File: config.mk
export PLATFORM = sky130hd
export DESIGN_NAME = hazard_scoreboard_unit_flat
export DESIGN_NICKNAME = d
export VERILOG_FILES = /design/src/rtl/hazard_pkg.sv /design/src/rtl/hazard_scoreboard_unit_if.sv /design/src/rtl/hazard_scoreboard_unit_mc_tracker.sv /design/src/rtl/hazard_scoreboard_unit.sv /design/src/flat_wrapper.sv
export SDC_FILE = /design/constraint.sdc
export NUM_CORES = 1
export LEC_CHECK = 0
export ABC_CLOCK_PERIOD_IN_PS = 3000
export CAP_MARGIN = 10
export CORE_UTILIZATION = 40
export DETAILED_ROUTE_END_ITERATION = 7
export GPL_TIMING_DRIVEN = 0
export SYNTH_ARGS = -nofsm -noshare
export SYNTH_HDL_FRONTEND = slang
export SYNTH_SLANG_ARGS = --single-unit
export TNS_END_PERCENT = 1
File: constraint.sdc
create_clock -name clk -period 3 [get_ports clk]
set_clock_uncertainty 0.1 [all_clocks]
set_input_delay 0.45 -clock clk [delete_from_list [all_inputs] [get_ports clk]]
set_output_delay 0.45 -clock clk [all_outputs]
set_load 0.01 [all_outputs]
File: src/rtl/hazard_pkg.sv
// hazard_pkg: shared forwarding encodings and register-file identifiers
package hazard_pkg;
  localparam logic [1:0] FWD_RF = 2'b00;
  localparam logic [1:0] FWD_W = 2'b01;
  localparam logic [1:0] FWD_M = 2'b10;
  localparam logic RF_SCALAR = 1'b0;
  localparam logic RF_VECTOR = 1'b1;
endpackage

File: src/rtl/hazard_scoreboard_unit_if.sv
// hazard_scoreboard_unit_if: pipeline-stage register/control bundle seen by the hazard unit
interface hazard_scoreboard_unit_if #(
  parameter int REG_AW = 5,
  parameter int CNT_W = 32
);
  logic [REG_AW-1:0] Rs1D, Rs2D, RdD, Rs1E, Rs2E, RdE, RdM, RdW;
  logic RfSelD, RegWriteD, McOpD;
  logic RfSelE, RegWriteE, ResultSrcE, McOpE;
  logic RfSelM, RegWriteM, RfSelW, RegWriteW, PCSrcE;
  logic [1:0] ForwardAE, ForwardBE;
  logic StallF, StallD, FlushD, FlushE;
  logic McBusy, McDone, McRf;
  logic [REG_AW-1:0] McRd;
  logic [CNT_W-1:0] StallCount;
  modport master (
    output Rs1D, Rs2D, RdD, Rs1E, Rs2E, RdE, RdM, RdW,
    output RfSelD, RegWriteD, McOpD, RfSelE, RegWriteE, ResultSrcE, McOpE,
    output RfSelM, RegWriteM, RfSelW, RegWriteW, PCSrcE,
    input ForwardAE, ForwardBE, StallF, StallD, FlushD, FlushE,
    input McBusy, McDone, McRf, McRd, StallCount
  );
  modport slave (
    input Rs1D, Rs2D, RdD, Rs1E, Rs2E, RdE, RdM, RdW,
    input RfSelD, RegWriteD, McOpD, RfSelE, RegWriteE, ResultSrcE, McOpE,
    input RfSelM, RegWriteM, RfSelW, RegWriteW, PCSrcE,
    output ForwardAE, ForwardBE, StallF, StallD, FlushD, FlushE,
    output McBusy, McDone, McRf, McRd, StallCount
  );
endinterface

File: src/rtl/hazard_scoreboard_unit_mc_tracker.sv
// mc_tracker: latency counter, destination capture and pending scoreboard for the single in-flight multi-cycle op
module mc_tracker
  import hazard_pkg::*;
#(
  parameter int REG_AW = 5,
  parameter int MC_LAT = 4
) (
  input  logic clk,
  input  logic rst,
  input  logic issue,
  input  logic [REG_AW-1:0] rd,
  input  logic rf,
  output logic busy,
  output logic done,
  output logic [REG_AW-1:0] mc_rd,
  output logic mc_rf,
  output logic [1:0][2**REG_AW-1:0] pend
);
  logic [3:0] cnt_q, cnt_d;
  logic [REG_AW-1:0] rd_q, rd_d;
  logic rf_q, rf_d;
  logic [1:0][2**REG_AW-1:0] pend_q, pend_d;
  assign busy = cnt_q != 4'd0;
  assign done = cnt_q == 4'd1;
  assign mc_rd = rd_q;
  assign mc_rf = rf_q;
  assign pend = pend_q;
  // count down the op latency; pending bit clears on the completion edge, scalar r0 is never tracked
  always_comb begin
    cnt_d = issue ? 4'(MC_LAT) : cnt_q - 4'(busy);
    rd_d = issue ? rd : rd_q;
    rf_d = issue ? rf : rf_q;
    pend_d = pend_q;
    if (done) pend_d[rf_q][rd_q] = 1'b0;
    if (issue && (rf == RF_VECTOR || rd != '0)) pend_d[rf][rd] = 1'b1;
  end
  // tracker state; reset aborts any op without a completion strobe
  always_ff @(posedge clk or negedge rst) begin
    if (!rst) begin
      cnt_q <= '0;
      rd_q <= '0;
      rf_q <= 1'b0;
      pend_q <= '0;
    end else begin
      cnt_q <= cnt_d;
      rd_q <= rd_d;
      rf_q <= rf_d;
      pend_q <= pend_d;
    end
  end
endmodule

File: src/rtl/hazard_scoreboard_unit.sv
// hazard_scoreboard_unit: forwarding, stall/flush generation and multi-cycle op scoreboard for scalar and vector files
module hazard_scoreboard_unit
  import hazard_pkg::*;
#(
  parameter int REG_AW = 5,
  parameter int MC_LAT = 4,
  parameter int CNT_W = 32
) (
  input logic clk,
  input logic rst,
  hazard_scoreboard_unit_if.slave hz
);
  logic issue, lu, sb, isf, st, stall;
  logic [1:0][2**REG_AW-1:0] pend;
  logic [CNT_W-1:0] stall_count_q, stall_count_d;
  function automatic logic rmatch(logic [REG_AW-1:0] a, logic fa, logic [REG_AW-1:0] b, logic fb);
    return a == b && fa == fb && !(fa == RF_SCALAR && a == '0);
  endfunction
  assign issue = hz.McOpE & hz.RegWriteE & ~hz.McBusy;
  mc_tracker #(.REG_AW(REG_AW), .MC_LAT(MC_LAT)) u_mc (
    .clk(clk), .rst(rst), .issue(issue), .rd(hz.RdE), .rf(hz.RfSelE),
    .busy(hz.McBusy), .done(hz.McDone), .mc_rd(hz.McRd), .mc_rf(hz.McRf), .pend(pend)
  );
  // forwarding selects and hazard detection; a taken branch overrides any stall
  always_comb begin
    hz.ForwardAE = !rst ? FWD_RF :
                   (hz.RegWriteM && rmatch(hz.Rs1E, hz.RfSelE, hz.RdM, hz.RfSelM)) ? FWD_M :
                   (hz.RegWriteW && rmatch(hz.Rs1E, hz.RfSelE, hz.RdW, hz.RfSelW)) ? FWD_W : FWD_RF;
    hz.ForwardBE = !rst ? FWD_RF :
                   (hz.RegWriteM && rmatch(hz.Rs2E, hz.RfSelE, hz.RdM, hz.RfSelM)) ? FWD_M :
                   (hz.RegWriteW && rmatch(hz.Rs2E, hz.RfSelE, hz.RdW, hz.RfSelW)) ? FWD_W : FWD_RF;
    lu = hz.ResultSrcE & hz.RegWriteE & (rmatch(hz.RdE, hz.RfSelE, hz.Rs1D, hz.RfSelD) |
         rmatch(hz.RdE, hz.RfSelE, hz.Rs2D, hz.RfSelD));
    sb = pend[hz.RfSelD][hz.Rs1D] | pend[hz.RfSelD][hz.Rs2D] | (hz.RegWriteD & pend[hz.RfSelD][hz.RdD]);
    isf = issue & (rmatch(hz.RdE, hz.RfSelE, hz.Rs1D, hz.RfSelD) | rmatch(hz.RdE, hz.RfSelE, hz.Rs2D, hz.RfSelD) |
          rmatch(hz.RdE, hz.RfSelE, hz.RdD, hz.RfSelD));
    st = hz.McOpD & (hz.McBusy | hz.McOpE);
    stall = rst & (lu | sb | isf | st);
    hz.StallF = stall & ~hz.PCSrcE;
    hz.StallD = stall & ~hz.PCSrcE;
    hz.FlushD = rst & hz.PCSrcE;
    hz.FlushE = stall | (rst & hz.PCSrcE);
    stall_count_d = (hz.StallF && stall_count_q != '1) ? stall_count_q + 1'b1 : stall_count_q;
  end
  assign hz.StallCount = stall_count_q;
  // saturating count of fetch-stall cycles
  always_ff @(posedge clk or negedge rst) begin
    if (!rst) stall_count_q <= '0;
    else stall_count_q <= stall_count_d;
  end
endmodule
File: src/flat_wrapper.sv
// flat-port wrapper written by rule: the top's interface ports become plain ports
module hazard_scoreboard_unit_flat import hazard_pkg::*;
#(
  parameter int REG_AW = 5,
  parameter int MC_LAT = 4,
  parameter int CNT_W = 32
)
  (clk, rst, hz_Rs1D, hz_Rs2D, hz_RdD, hz_Rs1E, hz_Rs2E, hz_RdE, hz_RdM, hz_RdW, hz_RfSelD, hz_RegWriteD, hz_McOpD, hz_RfSelE, hz_RegWriteE, hz_ResultSrcE, hz_McOpE, hz_RfSelM, hz_RegWriteM, hz_RfSelW, hz_RegWriteW, hz_PCSrcE, hz_ForwardAE, hz_ForwardBE, hz_StallF, hz_StallD, hz_FlushD, hz_FlushE, hz_McBusy, hz_McDone, hz_McRf, hz_McRd, hz_StallCount);
  hazard_scoreboard_unit_if #(.REG_AW(REG_AW), .CNT_W(CNT_W)) hz_i ();
  input logic clk;
  input logic rst;
  input wire logic [$bits(hz_i.Rs1D)-1:0] hz_Rs1D;
  input wire logic [$bits(hz_i.Rs2D)-1:0] hz_Rs2D;
  input wire logic [$bits(hz_i.RdD)-1:0] hz_RdD;
  input wire logic [$bits(hz_i.Rs1E)-1:0] hz_Rs1E;
  input wire logic [$bits(hz_i.Rs2E)-1:0] hz_Rs2E;
  input wire logic [$bits(hz_i.RdE)-1:0] hz_RdE;
  input wire logic [$bits(hz_i.RdM)-1:0] hz_RdM;
  input wire logic [$bits(hz_i.RdW)-1:0] hz_RdW;
  input wire logic [$bits(hz_i.RfSelD)-1:0] hz_RfSelD;
  input wire logic [$bits(hz_i.RegWriteD)-1:0] hz_RegWriteD;
  input wire logic [$bits(hz_i.McOpD)-1:0] hz_McOpD;
  input wire logic [$bits(hz_i.RfSelE)-1:0] hz_RfSelE;
  input wire logic [$bits(hz_i.RegWriteE)-1:0] hz_RegWriteE;
  input wire logic [$bits(hz_i.ResultSrcE)-1:0] hz_ResultSrcE;
  input wire logic [$bits(hz_i.McOpE)-1:0] hz_McOpE;
  input wire logic [$bits(hz_i.RfSelM)-1:0] hz_RfSelM;
  input wire logic [$bits(hz_i.RegWriteM)-1:0] hz_RegWriteM;
  input wire logic [$bits(hz_i.RfSelW)-1:0] hz_RfSelW;
  input wire logic [$bits(hz_i.RegWriteW)-1:0] hz_RegWriteW;
  input wire logic [$bits(hz_i.PCSrcE)-1:0] hz_PCSrcE;
  output wire logic [$bits(hz_i.ForwardAE)-1:0] hz_ForwardAE;
  output wire logic [$bits(hz_i.ForwardBE)-1:0] hz_ForwardBE;
  output wire logic [$bits(hz_i.StallF)-1:0] hz_StallF;
  output wire logic [$bits(hz_i.StallD)-1:0] hz_StallD;
  output wire logic [$bits(hz_i.FlushD)-1:0] hz_FlushD;
  output wire logic [$bits(hz_i.FlushE)-1:0] hz_FlushE;
  output wire logic [$bits(hz_i.McBusy)-1:0] hz_McBusy;
  output wire logic [$bits(hz_i.McDone)-1:0] hz_McDone;
  output wire logic [$bits(hz_i.McRf)-1:0] hz_McRf;
  output wire logic [$bits(hz_i.McRd)-1:0] hz_McRd;
  output wire logic [$bits(hz_i.StallCount)-1:0] hz_StallCount;
  assign hz_i.Rs1D = hz_Rs1D;
  assign hz_i.Rs2D = hz_Rs2D;
  assign hz_i.RdD = hz_RdD;
  assign hz_i.Rs1E = hz_Rs1E;
  assign hz_i.Rs2E = hz_Rs2E;
  assign hz_i.RdE = hz_RdE;
  assign hz_i.RdM = hz_RdM;
  assign hz_i.RdW = hz_RdW;
  assign hz_i.RfSelD = hz_RfSelD;
  assign hz_i.RegWriteD = hz_RegWriteD;
  assign hz_i.McOpD = hz_McOpD;
  assign hz_i.RfSelE = hz_RfSelE;
  assign hz_i.RegWriteE = hz_RegWriteE;
  assign hz_i.ResultSrcE = hz_ResultSrcE;
  assign hz_i.McOpE = hz_McOpE;
  assign hz_i.RfSelM = hz_RfSelM;
  assign hz_i.RegWriteM = hz_RegWriteM;
  assign hz_i.RfSelW = hz_RfSelW;
  assign hz_i.RegWriteW = hz_RegWriteW;
  assign hz_i.PCSrcE = hz_PCSrcE;
  assign hz_ForwardAE = hz_i.ForwardAE;
  assign hz_ForwardBE = hz_i.ForwardBE;
  assign hz_StallF = hz_i.StallF;
  assign hz_StallD = hz_i.StallD;
  assign hz_FlushD = hz_i.FlushD;
  assign hz_FlushE = hz_i.FlushE;
  assign hz_McBusy = hz_i.McBusy;
  assign hz_McDone = hz_i.McDone;
  assign hz_McRf = hz_i.McRf;
  assign hz_McRd = hz_i.McRd;
  assign hz_StallCount = hz_i.StallCount;
  hazard_scoreboard_unit #(.REG_AW(REG_AW), .MC_LAT(MC_LAT), .CNT_W(CNT_W)) u_core (.clk(clk), .rst(rst), .hz(hz_i));
endmodule
[Word-level counts from Yosys, hierarchy flattened]
Cells that the tools add are included.
Word-level totals
  register bits after elaboration: 106
  bits in latches: 0
  memory bits (writable): 0
  memory bits (read-only): 0
  input port bits: 54
  output and inout port bits: 48
  memories kept: 0
Cells by class
  add/subtract/negate cells: 2
  multipliers: 0
  divide/modulo/power cells: 0
  $lt $le $gt $ge: 12
  eq/ne operators: 12
  shifts and indexed selects: 0
  mux-type cells: 25
  bitwise gates (word level): 25
  reductions and logical operators: 36
Operators with widths (number)
  32-bit two-way mux: 4
  64-bit two-way mux: 2
  64-bit bitwise AND: 1
  32-bit demux with 1-bit select: 2
  64-bit NOT: 1
  64-bit OR: 1
  5-bit == test: 7
  32-bit by 1-bit adder with 32-bit output (second input constant): 1
  32-bit != test (second input constant): 1
  5-bit by 6-bit less-than comparator with 1-bit output (second input constant): 5
  1-bit logical AND: 27
  1-bit binary-select mux with 5-bit select: 3
  5-bit logical NOT: 3
  1-bit bitwise AND: 10
  1-bit demux with 5-bit select: 2
  5-bit by 1-bit greater-or-equal comparator with 1-bit output (second input constant): 2
  1-bit OR: 9
  2-bit two-way mux: 4
  1-bit two-way mux: 7
  1-bit by 2-bit less-than comparator with 1-bit output (second input constant): 3
  5-bit nonzero test: 1
  4-bit by 1-bit == test with 1-bit output (second input constant): 1
  4-bit two-way mux: 1
  4-bit nonzero test: 1
  6 further kinds: 13

[Logic depth before layout (Yosys ltp)]
  word-level depth: 12
  mapped depth: 13
  mapped depth without buffers: 10

[Cells and area by module]
A second synthesis with hierarchy kept.
Unflattened totals
  cells, all modules: 688
  area total of the unflattened synthesis: 7335.8 um^2
By module, submodules not included
  hazard_scoreboard_unit: times used 1, cells an instance 380, area each 3838.7 um^2
  mc_tracker: times used 1, cells an instance 308, area each 3497.1 um^2

[Least setup slack after synthesis]
OpenSTA, ideal clock, no wires.
  path kind: input port to flip-flop
  start: in hz_Rs1D[1]
  end: reg u_core.stall_count_q[1], in the netlist u_core.hz.StallCount[1]
  setup time: 128 ps
  data arrival time: 2922 ps
  required time: 2772 ps
  slack: -150 ps
  stages: 10
  path buffers: 3
  cells stage by stage: buf_2 > buf_4 > mux4_2 > a221oi_1 > nor3_1 > a311oi_2 > a41oi_4 > o31ai_2 > buf_4 > mux2_1
Between the ends
  word-level cells in the longest chain between the ends: 11
RTL lines
  start: declaration: line flat_wrapper.sv:12  | input wire logic [$bits(hz_i.Rs1D)-1:0] hz_Rs1D;
  parallel branches: the longest is 6 deep, another holds 1-bit binary-select mux with 5-bit select
  1-bit OR * (2 in series): line hazard_scoreboard_unit.sv:38  | stall = rst & (lu | sb | isf | st);
  1-bit bitwise AND *: line hazard_scoreboard_unit.sv:38
  1-bit bitwise AND *
  named net hz_StallD: line flat_wrapper.sv:35  | output wire logic [$bits(hz_i.StallD)-1:0] hz_StallD;
  1-bit logical AND *: line hazard_scoreboard_unit.sv:43  | stall_count_d = (hz.StallF && stall_count_q != '1) ? stall_count_q + 1'b1 : stall_count_q;
  end signal: assignment: line hazard_scoreboard_unit.sv:49  | else stall_count_q <= stall_count_d;
  end: declaration: line hazard_scoreboard_unit.sv:15  | logic [CNT_W-1:0] stall_count_q, stall_count_d;
Mark *: on every way through the listed nets, which the timed path passes. The select of a mux whose other input is x is not followed.
A chain may end at the register's enable or synchronous reset.

[Final worst setup path]
  start: in hz_RdD[1]
  end: out hz_StallF
Between the ends
  word-level cells in the longest chain between the ends: 9
RTL lines
  start: declaration: line flat_wrapper.sv:14  | input wire logic [$bits(hz_i.RdD)-1:0] hz_RdD;
  1-bit binary-select mux with 5-bit select / 5-bit == test (equally long branches): line hazard_scoreboard_unit.sv:34, hazard_scoreboard_unit.sv:17
  1-bit two-way mux (not written as such) / 1-bit logical AND (equally long branches): line hazard_scoreboard_unit.sv:34, hazard_scoreboard_unit.sv:17
  1-bit bitwise AND / 1-bit logical AND (equally long branches): line hazard_scoreboard_unit.sv:34, hazard_scoreboard_unit.sv:17
  1-bit OR, on equally long branches: line hazard_scoreboard_unit.sv:34, hazard_scoreboard_unit.sv:35
  1-bit OR / 1-bit bitwise AND (equally long branches): line hazard_scoreboard_unit.sv:38, hazard_scoreboard_unit.sv:35
  1-bit OR * (2 in series): line hazard_scoreboard_unit.sv:38
  1-bit bitwise AND *: line hazard_scoreboard_unit.sv:38
  1-bit bitwise AND *: line hazard_scoreboard_unit.sv:39  | hz.StallF = stall & ~hz.PCSrcE;
  end: declaration: line flat_wrapper.sv:34  | output wire logic [$bits(hz_i.StallF)-1:0] hz_StallF;
Every way passes the cells marked *; elsewhere a longest branch is shown, timed or not. The select of a mux whose other input is x is not followed.

==> results list <==
- At the end of routability-driven placement, the weighted congestion stood at roughly 0.97.
- The die is 133 microns wide.
- Critical path peak fanout: 10
- For this run, the slowest stage of the critical path takes 490 ps.
- Floorplan Core Area: roughly 17000 sq um
- In the final design database the tool counted 862 nets.
- In this run the tightest slew margin relative to its limit is 0.566.
- Slew Viols, Final: 0
- Total number of placement rows: 47
* Leakage power summed over all cells: approximately 0.0033 uW
- Of all cell types, the one taking the most synthesized area is dfrtp_1.
* Run status: finished with violations
- CTS saw 106 sinks.
* Unrepaired setup endpoints after global routing: true
* Internal portion of total power: 3060 uW
- Most common cell in the netlist: o21ai_0
- The checks that failed: setup timing.
- Number of maximum-capacitance constraint violations: 0
- Number of top-level design ports: 102
- In this run the deepest clock path goes through 2 buffers.
* Iteration-0 DRC count of the detailed router: 599
- CTS Root Cell: clkbuf_16
* Instance count of the mapped netlist: 672
- For met2 alone, demand over resource in global routing was 0.416.
- Number of enable flip-flop cells after synthesis: 0
- The cell area that synthesis handed to floorplanning was 6890 sq um.
- For this design, the CTS-stage hold fixing added 0 buffers.
- Global routing's busiest layer: met2
* Die ar.: 17700 sq um
* Register-to-register path setup slack: -150 ps
* Final Non-Filler Cells: 1030
- Sequential area share after synthesis: 0.385
- Dividing the final minimum period by the clock period gives 1.12.
- The via count of the first global-routing pass came to 6267.
- In the final layout, the share of cells above drive strength 1 is 0.190.
- DP Cell Count: 990
- Asr flop ratio synth: 1.00
- Hold Crit Class: primary input to async pin
- Detailed placer's ending HPWL: 16.2 mm
* Classification of the worst setup path: primary input to primary output
- Power density over the cells: 526 nW/um^2
- The routed layout has 6262 vias.
* Number of search-and-repair iterations in the first detailed-routing pass: 5
* Post-synthesis to final-layout area growth: 29.2%
* Share of the synthesized area in the top cell type: 0.385
* Type of element launching the critical path: primary input
* Share of total power in sequential cells: 0.417
- Global Route Usage Sum: 0.262
* Data arrival at the endpoint of the critical path: 2820 ps
* Buffers on Ports: just under 100
- Pin count of the biggest net entering global routing: 65
- Level count of the clock H-tree: 3
- The hold violation count in the final report is 0.
- Worst vdd rail ir drop: 0.000302 V
- The slowest stage of the critical path belongs to the cell mux4_2.
- Area contributors post-synth: dfrtp_1 (39%), mux4_2 (12%), o21ai_0 (9.4%)
* Switching portion of total power: 0.346
* Post-synthesis average cell area: ~10 sq um
* Clock transition at path regs: 70 ps
- Counting stages on the worst path, the most repeated cell is buf_4.
- For this run, global-route usage on met1 was measured as 0.342.
- Routed length per instance: 22.2 microns
- Derived from the worst setup path, the maximum achievable clock frequency is 297 MHz.
* Predominant post-synthesis flop cell: dfrtp_1
* Crit path cell chain: clkdlybuf4s15_2, buf_6, buf_4, buf_12, mux4_2, mux2i_1, o221ai_1, a21oi_2, a211o_1, buf_4, a41oi_4, buf_4, buf_4
* Count of final setup violators: 31
* Overall routed net length: 22.8 mm
* Synth unique cells: just under 60
- The die is 133 microns tall.
- Antenna violations before repair: 0
- Mapped Nets: 729
* NetSw: 1620 uW
- Worst endpoint required time: 2450 ps
* Clock share of power: 0.268
- TritonCTS built the clock tree.
* Synth cell count leaders: o21ai_0 (129), dfrtp_1 (106), nand2_1 (47)
- Sum of overflow across all layers after global routing: 0
- The first global-routing pass estimated 35.4 mm of wire.
- DR vias/cell: 6.08
- Pin slew with the least headroom to its limit: 648 ps
- The routed design could run at a clock period as short as about 3400 ps.
- Met3 demand-to-capacity share in global routing: 0.0765
* Synth warnings: 0
- The clock reaches the later pin of the worst-skew pair after 370 ps.
- The number of antenna diodes in the final layout is 0.
- Synthesis-stage register bit count: 106
- Number of buffers added by the clock tree synthesis step: 9
- Of the total power, combinational logic draws 0.314.
- Final Worst Setup Slack: -367 ps
* Kind of end point of the critical path: primary output
- Total cell area at the placement stage: 8180 sq um
- Once detail routing completed, the nets flagged for antenna violations numbered 0.
* Post-route cell area: 8900 sq um
- For this configuration, the core starts out at a cell density of 0.412.
- Residual DRC: 0
[worst paths after layout]
| kind | cells after the start | from | end |
|---|---|---|---|
| worst max register to register | 11 | u_core.u_mc.pend[38]$_DFF_PN0_ | u_core.hz.StallCount[1]$_DFFE_PN0P_ |
| worst max-delay path | 13 | hz_RdD[1] | hz_StallF |
| worst min register to register | 1 | u_core.hz.StallCount[19]$_DFFE_PN0P_ | u_core.hz.StallCount[19]$_DFFE_PN0P_ |
| max in group asynchronous | 2 | rst | u_core.hz.StallCount[17]$_DFFE_PN0P_ |
| min in group clk | 1 | u_core.hz.StallCount[19]$_DFFE_PN0P_ | u_core.hz.StallCount[19]$_DFFE_PN0P_ |
| worst min-delay path | 1 | rst | u_core.u_mc.pend[36]$_DFF_PN0_ |
[stage by stage]
step	total power (uW)	hold slack [ps]	setup slack, ps	utilization	TNS [ps]
global placement	3300	373	-3840	0.489	-439880
floorplan	2710	54.4	10.3	-	0
detailed placement	3350	376	-1520	0.490	-40590
finish	4680	15.7	-367	0.533	-2500
CTS	4670	37.1	-368	0.524	-851
global route	4900	73.8	-444	0.533	-6000
[power groups by stage]
stage               combinational (uW)  clock (uW)  sequential, uW
global placement                  1340           0            1960
global route                      1590        1330            1990
detailed placement                1380           0            1970
CTS                               1440        1290            1950
finish                            1470        1260            1950
floorplan                          804           0            1910
[sequential cells by signal, summed over array words and instances (netlist names)]
register              flops
u_core.u_mc.cnt_q         4
u_core.hz.StallCount     32
u_core.u_mc.mc_rf         1
u_core.u_mc.pend         64
u_core.u_mc.mc_rd         5
[placed cells by master, fill, tap and decap left out, types with 5 or more instances in the layout]
master	netlist	layout
and3_1	12	12
nor3_1	20	13
nor2_1	31	26
nand2_1	47	47
nand3_1	33	33
o21ai_0	129	129
buf_6	3	9
xnor2_1	33	33
xor2_1	35	35
nand3b_1	8	8
nor2b_1	12	11
clkdlybuf4s50_1	0	87
mux2i_1	25	24
clkbuf_1	18	13
buf_8	0	5
dfrtp_1	106	106
and2_1	5	5
nand4_1	14	14
nor3_2	7	13
inv_1	12	12
buf_4	7	27
mux4_2	38	38
nor2_2	0	5
clkbuf_16	0	9
[area by class of cell]
type / instances / area (sq um)
clock buffer: 11 / 243
inverter: 12 / 45.0
timing repair buffer: 122 / 1170
buffer: 38 / 339
clock inverter: 5 / 67.6
multi-input combinational: 516 / 4100
tap: 220 / 275
sequential: 106 / 2650
fill: 1548 / 7800
[critical path: cells and delay by family]
kind / cells / cell delay, ps
mux: 2 / 650
compound gates: 4 / 660
buf+inv: 7 / 1030
[repair_timing]
action / 4_1_cts / 5_1_grt
setup buffers: 16 / 8
setup endpoints to repair: 39 / 36
gates cloned: 0 / 0
pin swaps: 6 / 11
gates resized for setup: 57 / 25
[routing by layer]
| layer | wire (microns) | up-vias |
|---|---|---|
| li1 | - | 2753 |
| met1 | 9440 | 3139 |
| met2 | 10800 | 305 |
| met3 | 1820 | 65 |
| met4 | 788 | 0 |
| met5 | 0 | - |
[cells by family (layout without fill, tap and decap cells)]
group | Yosys count | in the layout | synth area share
AND/OR/NAND/NOR | 214 | 214 | 0.171
AO/OA/AOI/OAI | 161 | 161 | 0.138
flip-flops | 106 | 106 | 0.385
multiplexers | 70 | 70 | 0.176
XOR/XNOR | 68 | 68 | 0.0865
buffers and inverters | 50 | 188 | 0.0378
adder cells (fa/ha/maj) | 3 | 3 | 0.00545
Power figures use the tool's default switching activity.
